[src/rtl/o_bram_writer.sv]
// Result-row writer: buffers systolic-array rows in a 2-entry FIFO, streams the first
// N lanes of each row into O_BRAM, then posts a done flag to SP_BRAM.
// Optional build macro: OUTPUT_RELU_EN (clamps negative lanes to zero before writing).
//
//  state | meaning
//  IDLE  | waiting for cfg_valid; M/N latched and clamped on acceptance
//  RUN   | accepting rows and writing one O_BRAM word per cycle while the FIFO holds data
//  DONE  | one-cycle done-flag write to SP_BRAM, then back to IDLE
module o_bram_writer #(
  parameter int SYS_ARR_SIZE = 8,
  parameter int PE_OUT_WIDTH = 32,
  parameter int DONE_ADDR    = 100
) (
  input  logic                                 clk,
  input  logic                                 reset,
  input  logic                                 cfg_valid,
  input  logic [31:0]                          cfg_m,
  input  logic [31:0]                          cfg_n,
  input  logic                                 row_valid,
  output logic                                 row_ready,
  input  logic [SYS_ARR_SIZE*PE_OUT_WIDTH-1:0] row_data,
  output logic [31:0]                          addr_o_bram,
  output logic                                 enable_o_bram,
  output logic [3:0]                           w_enable_o_bram,
  output logic [31:0]                          data_in_o_bram,
  output logic                                 sp_wr_en,
  output logic [31:0]                          sp_wr_addr,
  output logic [31:0]                          sp_wr_data,
  output logic                                 busy
);

  localparam int RW = SYS_ARR_SIZE * PE_OUT_WIDTH;

  typedef enum logic [1:0] {IDLE, RUN, DONE} state_t;

  state_t      state_q, state_d;
  logic [31:0] m_q, m_d, n_q, n_d;
  logic [31:0] rows_acc_q, rows_acc_d;
  logic [31:0] rows_wr_q, rows_wr_d;
  logic [31:0] col_q, col_d;
  logic [31:0] word_q, word_d;
  logic [1:0]  cnt_q, cnt_d;
  logic        wr_ptr_q, rd_ptr_q;
  logic [RW-1:0] fifo_q [2];

  logic [31:0] cfg_m_cl, cfg_n_cl;
  logic        ready_int, push, pop, wr_valid;
  logic [RW-1:0] head;
  logic [PE_OUT_WIDTH-1:0] lane_raw, lane_out;

  assign cfg_m_cl  = (cfg_m > 32'(SYS_ARR_SIZE)) ? 32'(SYS_ARR_SIZE) : cfg_m;
  assign cfg_n_cl  = (cfg_n > 32'(SYS_ARR_SIZE)) ? 32'(SYS_ARR_SIZE) : cfg_n;
  assign ready_int = (state_q == RUN) && (cnt_q != 2'd2) && (rows_acc_q < m_q);
  assign push      = row_valid && ready_int;
  assign wr_valid  = (state_q == RUN) && (cnt_q != 2'd0);
  assign head      = fifo_q[rd_ptr_q];

  always_comb begin
    state_d    = state_q;
    m_d        = m_q;
    n_d        = n_q;
    rows_acc_d = rows_acc_q;
    rows_wr_d  = rows_wr_q;
    col_d      = col_q;
    word_d     = word_q;
    pop        = 1'b0;
    case (state_q)
      IDLE: begin
        if (cfg_valid) begin
          m_d        = cfg_m_cl;
          n_d        = cfg_n_cl;
          rows_acc_d = '0;
          rows_wr_d  = '0;
          col_d      = '0;
          word_d     = '0;
          state_d    = (cfg_m_cl == 32'd0 || cfg_n_cl == 32'd0) ? DONE : RUN;
        end
      end
      RUN: begin
        if (push) rows_acc_d = rows_acc_q + 32'd1;
        if (wr_valid) begin
          word_d = word_q + 32'd1;
          if (col_q == n_q - 32'd1) begin
            pop       = 1'b1;
            col_d     = '0;
            rows_wr_d = rows_wr_q + 32'd1;
            if (rows_wr_q + 32'd1 == m_q) state_d = DONE;
          end else begin
            col_d = col_q + 32'd1;
          end
        end
      end
      DONE:    state_d = IDLE;
      default: state_d = IDLE;
    endcase
  end

  always_comb begin
    cnt_d = cnt_q;
    case ({push, pop})
      2'b10:   cnt_d = cnt_q + 2'd1;
      2'b01:   cnt_d = cnt_q - 2'd1;
      default: cnt_d = cnt_q;
    endcase
  end

  always_ff @(posedge clk) begin
    if (!reset) begin
      state_q    <= IDLE;
      m_q        <= '0;
      n_q        <= '0;
      rows_acc_q <= '0;
      rows_wr_q  <= '0;
      col_q      <= '0;
      word_q     <= '0;
      cnt_q      <= '0;
      wr_ptr_q   <= 1'b0;
      rd_ptr_q   <= 1'b0;
    end else begin
      state_q    <= state_d;
      m_q        <= m_d;
      n_q        <= n_d;
      rows_acc_q <= rows_acc_d;
      rows_wr_q  <= rows_wr_d;
      col_q      <= col_d;
      word_q     <= word_d;
      cnt_q      <= cnt_d;
      if (push) wr_ptr_q <= ~wr_ptr_q;
      if (pop)  rd_ptr_q <= ~rd_ptr_q;
    end
  end

  // Storage needs no reset: an empty FIFO is defined by the pointers and count alone.
  always_ff @(posedge clk) begin
    if (push) fifo_q[wr_ptr_q] <= row_data;
  end

  always_comb begin
    lane_raw = '0;
    for (int j = 0; j < SYS_ARR_SIZE; j++) begin
      if (col_q == 32'(j)) lane_raw = head[j*PE_OUT_WIDTH +: PE_OUT_WIDTH];
    end
`ifdef OUTPUT_RELU_EN
    lane_out = lane_raw[PE_OUT_WIDTH-1] ? '0 : lane_raw;
`else
    lane_out = lane_raw;
`endif
  end

  // Outputs are gated by reset so they read zero for as long as reset is held low.
  assign row_ready       = reset && ready_int;
  assign enable_o_bram   = reset && wr_valid;
  assign w_enable_o_bram = {4{enable_o_bram}};
  assign addr_o_bram     = enable_o_bram ? (word_q << 2) : '0;
  assign data_in_o_bram  = enable_o_bram ? 32'(lane_out) : '0;
  assign sp_wr_en        = reset && (state_q == DONE);
  assign sp_wr_addr      = sp_wr_en ? 32'(DONE_ADDR) : '0;
  assign sp_wr_data      = sp_wr_en ? 32'd1 : '0;
  assign busy            = reset && (state_q != IDLE);

endmodule
[config.mk]
export PLATFORM = sky130hd
export DESIGN_NAME = o_bram_writer
export DESIGN_NICKNAME = d
export VERILOG_FILES = /design/src/rtl/o_bram_writer.sv
export SDC_FILE = /design/constraint.sdc
export NUM_CORES = 1
export LEC_CHECK = 0
export ABC_AREA = 1
export BUFFER_PORTS_ARGS = -buffer_cell sky130_fd_sc_hd__buf_2
export CORE_UTILIZATION = 30
export CTS_CLUSTER_SIZE = 24
export DETAILED_ROUTE_END_ITERATION = 16
export GPL_TIMING_DRIVEN = 0
export PLACE_DENSITY_LB_ADDON = 0.05
export SLEW_MARGIN = 15
export SYNTH_ARGS = -nofsm -noshare
export SYNTH_HDL_FRONTEND = slang
export SYNTH_SLANG_ARGS = --single-unit
[constraint.sdc]
create_clock -name clk -period 17.3 [get_ports clk]
set_clock_uncertainty 0.2 [all_clocks]
set_input_delay 0.865 -clock clk [delete_from_list [all_inputs] [get_ports clk]]
set_output_delay 0.865 -clock clk [all_outputs]
set_load 0.1 [all_outputs]
# Word level (Yosys, flattened, before mapping)
# Memory sizes are Yosys's and may differ from the RTL's. A register that Yosys moved wholly into a read port is not among the register bits.
# Cells that the tools add are included.
# W data, S select, Z words.
totals:
  ff_bits: 198
  ramBits: 512
  wordCells: 103
  input_bits: 324
  mem_count: 1
classes:
  eq_ne: 19
  n_lt_le_gt_ge: 3
  mux: 39
  bitwise_logic: 2
  add_sub_neg: 7
  n_reduce_logical: 22
memory_table:
  columns: ["memory", "words", "word_bits", "read_ports", "rd_clocked_by_memory_dff", "wr", "line_no", "rtl"]
  rows:
  - ["fifo_q", 2, 256, 1, 1, 1, "44", "logic [RW-1:0] fifo_q [2];"]
op_table:
  columns: ["cell", "count"]
  rows:
  - ["$mux W32", 19]
  - ["$pmux W32 S2", 4]
  - ["$add A32 B1 Y32 const B", 4]
  - ["$eq A32 B3 Y1 const B", 4]
  - ["$logic_not A32 Y1", 3]
  - ["$eq A32 B2 Y1 const B", 2]
  - ["$eq A32 B32 Y1", 2]
  - ["$gt A32 B4 Y1 const B", 2]
  - ["$eq A32 B1 Y1 const B", 1]
  - ["$lt A32 B32 Y1", 1]
  - ["$sub A32 B1 Y32 const B", 1]
  - ["$mux W2", 5]
  - ["$logic_and A1 B1 Y1", 8]
  - ["$mux W1", 8]
  - ["$ne A2 B2 Y1 const B", 4]
  - ["$pmux W2 S2", 2]
  - ["$reduce_and A4 Y1", 2]
  - ["$reduce_bool A2 Y1", 4]
  - ["$mux W7", 1]
  - ["$reduce_and A3 Y1", 2]
  - ["$eq A2 B1 Y1 const B", 2]
  - ["$eq A2 B2 Y1 const B", 2]
  - ["$ne A2 B1 Y1 const B", 2]
  - ["$add A2 B1 Y2 const B", 1]
  - ["other kinds (5)", 6]

# Depth between registers and ports, before layout
depth:
  word_depth: 10
  ltp_mapped: 18
  depth_no_buf: 18

# Worst setup path after synthesis
# No wires, ideal clock.
synth_path:
  path_kind: "register to register"
  startpoint: "register m_q[21]"
  endpoint: "memory fifo_q[0][0] (netlist bit) (enable)"
  setup_ns: 0.879
  arrival_time_ns: 12.248
  required_time_ns: 16.221
  slack_ns: 3.973
  stages_incl_launch_ff: 10
  synth_period_minus_slack_ns: 13.327
  path_cell_list: "dfxtp_1 inv_1 ha_1 a21oi_1 nor2_1 a211oi_1 a21oi_1 nor4_1 nand3_1 nor2_1"
synth_between:
  elab_chain_cells: 5
synth_lines:
  columns: ["element", "line_no", "rtl"]
  rows:
  - ["start, declared", "37", "logic [31:0] m_q, m_d, n_q, n_d;"]
  - ["start signal, assigned", "121", "m_q <= m_d;"]
  - ["$lt A32 B32 Y1", "53", "assign ready_int = (state_q == RUN) && (cnt_q != 2'd2) && (rows_acc_q < m_q);"]
  - ["$logic_and A1 B1 Y1", "53", null]
  - ["$logic_and A1 B1 Y1", "54", "assign push = row_valid && ready_int;"]
  - ["$mux W1", "135", "if (push) fifo_q[wr_ptr_q] <= row_data;"]
  - ["$mux W1 (implied by the code)", "135", null]
  - ["end, declared", "44", null]
# No other way between the ends.

# Worst setup path in the final report
layout_path:
  startpoint: "register col_q[22]"
  endpoint: "output data_in_o_bram[15]"
layout_between:
  elab_chain_cells: 10
layout_lines:
  columns: ["element", "line_no", "rtl"]
  rows:
  - ["start, declared", "40", "logic [31:0] col_q, col_d;"]
  - ["start signal, assigned", "125", "col_q <= col_d;"]
  - ["$logic_not A32 Y1", "141", "if (col_q == 32'(j)) lane_raw = head[j*PE_OUT_WIDTH +: PE_OUT_WIDTH];"]
  - ["$mux W32 (7 in a row)", "141", null]
  - ["$mux W32 (*)", "141", null]
  - ["$mux W32 (*)", "155", "assign data_in_o_bram = enable_o_bram ? 32'(lane_out) : '0;"]
  - ["end, declared", "25", "output logic [31:0] data_in_o_bram,"]
# Every way passes the cells marked *; elsewhere a longest branch is shown, timed or not.

==> flow_summary.ini <==
[outcome]
status = finished, final reports clean

[grt]
grt_start_max_net_pins = 25
gr-total-overflow = 0
grt_pass1_vias = 26662
grt.total_usage = 0.200
antenna_found_initial = 66
grt_pass1_wl_um = 172000

[placed_design]
dpl-instance-area_mm2 = 0.0393
routabilityCongestion = 0.872
post-place-cells = 6014
place_ws_ns = 12.30
io_buffers = 397
dpl.hpwl_um = 90700

[finish]
drive_gt1_frac = 0.148
num-fill-cells = 11867
finalInstanceArea_mm2 = 0.0421
area_delta_synth_final_pct = 21.7
layout.cells.non_filler = 6190
final_nets = 4956

[sta]
setup_viol = 0
fmax_ghz = 0.181
rsz0062_at_grt = false
relSlewSlack = 0.280
setup_ws_ns = 11.78
timing.final.max_slew_violations = 0
finalHoldViolCount = 0
fin_crit_sh = 0.319
worst_pin_slew_ns = 1.08
period_minus_slack_ns = 5.52

[worst_setup_path]
crit_arrival_ns = 4.45
end_kind = primary output
required_ns = 16.23
critPathLaunchType = flip-flop
path_class = flip-flop to primary output
cp_max_fo = 10

[routing]
final_antenna_net_count = 0
drt-initial-drc-count = 1784
drc_errors = 0
dr.pass1.iters = 6
via_per_inst = 4.53
drt_wl_total_um = 119000
vias = 28050
drt-wirelength-per-cell_um = 19.1

[pwr]
leakage_nw = 16.6
p_total_mw = 4.64
ir_worst_vdd_mv = 0.0745
power_density_mw_per_mm2 = 110

[cts]
cts_tree = done
h-tree-depth = 3
postCtsHoldBufs = 0
cts_setup_buffers = 0
numCtsBuffers = 88
cts_sinks = 709
ctsResizeCount = 0
clkLatencyLatePin_ns = 0.68
root_buffer = clkbuf_16
path_clk_slew_ns = 0.06
cts_buffer_depth = 3

[synth]
synthSimpleGateAreaFrac = 0.255
yosysWarnings = 0
synth-edff-count = 512
ys_ff_latch = 709
synth-seq-area-share = 0.558
async_flop_share = 0
synth_top_family_by_area = simple AND/OR/NAND/NOR gates
synth_adder_area_share = 0.0145
synth_top_area_cell = edfxtp_1
synth_flop_cell = edfxtp_1
synth_top_area_frac = 0.444
postSynthCellCount = 4018
synthMuxAreaShare = 0.00925
synthesis.area_mm2 = 0.0346
yosys.area_share.xor_xnor = 0.0238
synth_area_leaders = edfxtp_1, dfxtp_1, nand2_1
synth_compound_area_frac = 0.0643
synth_cell_types = 50
syn_avg_cell_area_um2 = 8.62

[die]
placementRows = 124
die_y_um = 342
start_util = 0.303
dieWidth_um = 342
dieArea_mm2 = 0.117
io_pins = 460
core_mm2 = 0.114

[min_path]
min_path_type = primary input to flip-flop

[job]
max_cap_viol_count = 0
## critical path, stage by stage (launching register included)
cell and delay, ns:
dfxtp_1 0.39, inv_1 0.13, nand4_1 0.11, nor2_1 0.12, nand2_1 0.08, nor3_2 0.31
and2_1 0.18, clkbuf_1 0.39, nand2_1 0.44, clkbuf_1 0.39, o21ai_0 0.16, inv_1 0.05
nand2_1 0.11, nand2_1 0.10, nand2_1 0.11, nand2_1 0.07, a21oi_1 0.18, buf_2 0.46
## final timing paths
kind | start | to | depth (start not counted) | slack (ns)
worst min-delay path | row_data[134] | fifo_q[0][134] | 1 | 0.15
worst min register to register | n_q[31] | n_q[31] | 2 | 0.27
worst max-delay path | col_q[22] | data_in_o_bram[15] | 17 | 11.78
worst max register to register | rows_acc_q[6] | fifo_q[0][209] | 14 | 12.42
## kinds of logic (layout without fill, tap and decap cells)
family | after synthesis | after routing
flip-flops | 709 | 709
XOR/XNOR | 94 | 94
buffers and inverters | 613 | 1190
AND/OR/NAND/NOR | 2117 | 2117
multiplexers | 32 | 32
AO/OA/AOI/OAI | 412 | 412
other | 1 | 84
adder cells (fa/ha/maj) | 40 | 40
## cells in the mapped netlist, drive strengths merged, types with 2 or more instances
master  count
edfxtp    512
o32ai       3
nor3b       6
a31oi       2
o31ai      32
and2        2
a21oi     120
ha         40
nand3b      4
o22ai      24
nand4     103
clkbuf    125
nand2     941
dfxtp     197
a211oi      6
clkinv      3
o21a        5
buf       100
nor2      826
xor2       75
o21ai     216
nand3     140
xnor2      19
or2         6
nor3       59
mux2i      32
nor4       27
inv       385
## per-stage QoR
| stage | hold slack [ns] | setup TNS, ns | util |
|---|---|---|---|
| 2_1_floorplan | 0.222 | 0 | - |
| 3_3_place_gp | 0.243 | -2608.93 | 0.339 |
| 3_5_place_dp | 0.248 | 0 | 0.344 |
| 4_1_cts | 0.102 | 0 | 0.368 |
| 5_1_grt | 0.121 | 0 | 0.368 |
| 6_report | 0.155 | 0 | 0.369 |
## layout make-up
class	count	area, um2	share of cell area
diodes	22	55.1	0.00131
clock inverters	39	354	0.00840
inverters	388	1460	0.0346
repair buffers	423	2580	0.0613
multi-input cells	2757	12900	0.307
flip-flops and latches	709	19300	0.458
clock buffers	115	2380	0.0566
well taps	1512	1890	0.0449
plain buffers	225	1160	0.0276
## placed cells by master, fill, tap and decap left out, drive strengths merged, types with 19 or more instances in the layout
master,n
ha,40
nand3,140
a21oi,120
nor2,826
edfxtp,512
o21ai,216
nor3,59
nand4,103
mux2i,32
conb,62
diode,22
o22ai,24
nor4,27
nand2,941
xor2,75
dfxtp,197
o31ai,32
buf,523
clkbuf,240
xnor2,19
inv,386
clkinv,38
## sequential cells by signal, indices dropped and copies added, names as in the netlist, named ones only
signal / flops
rows_acc_q: 32
state_q: 2
wr_ptr_q: 1
fifo_q: 512
cnt_q: 2
rows_wr_q: 32
n_q: 32
col_q: 32
word_q: 30
m_q: 32
rd_ptr_q: 1
## report_power, final
group,switching [mW],internal [mW]
Combinational,0.719,0.237
Sequential,0.0241,1.90
Clock,0.764,1.00
Total,1.51,3.13
## metal layers
metal	up-vias	GRT usage	part of all wire
li1	14292	-	-
met1	12816	0.254	0.42
met2	666	0.331	0.47
met3	212	0.0581	0.079
met4	64	0.0552	0.024
met5	-	0	0.0031
No activity file was read; power rests on OpenSTA's default activity.
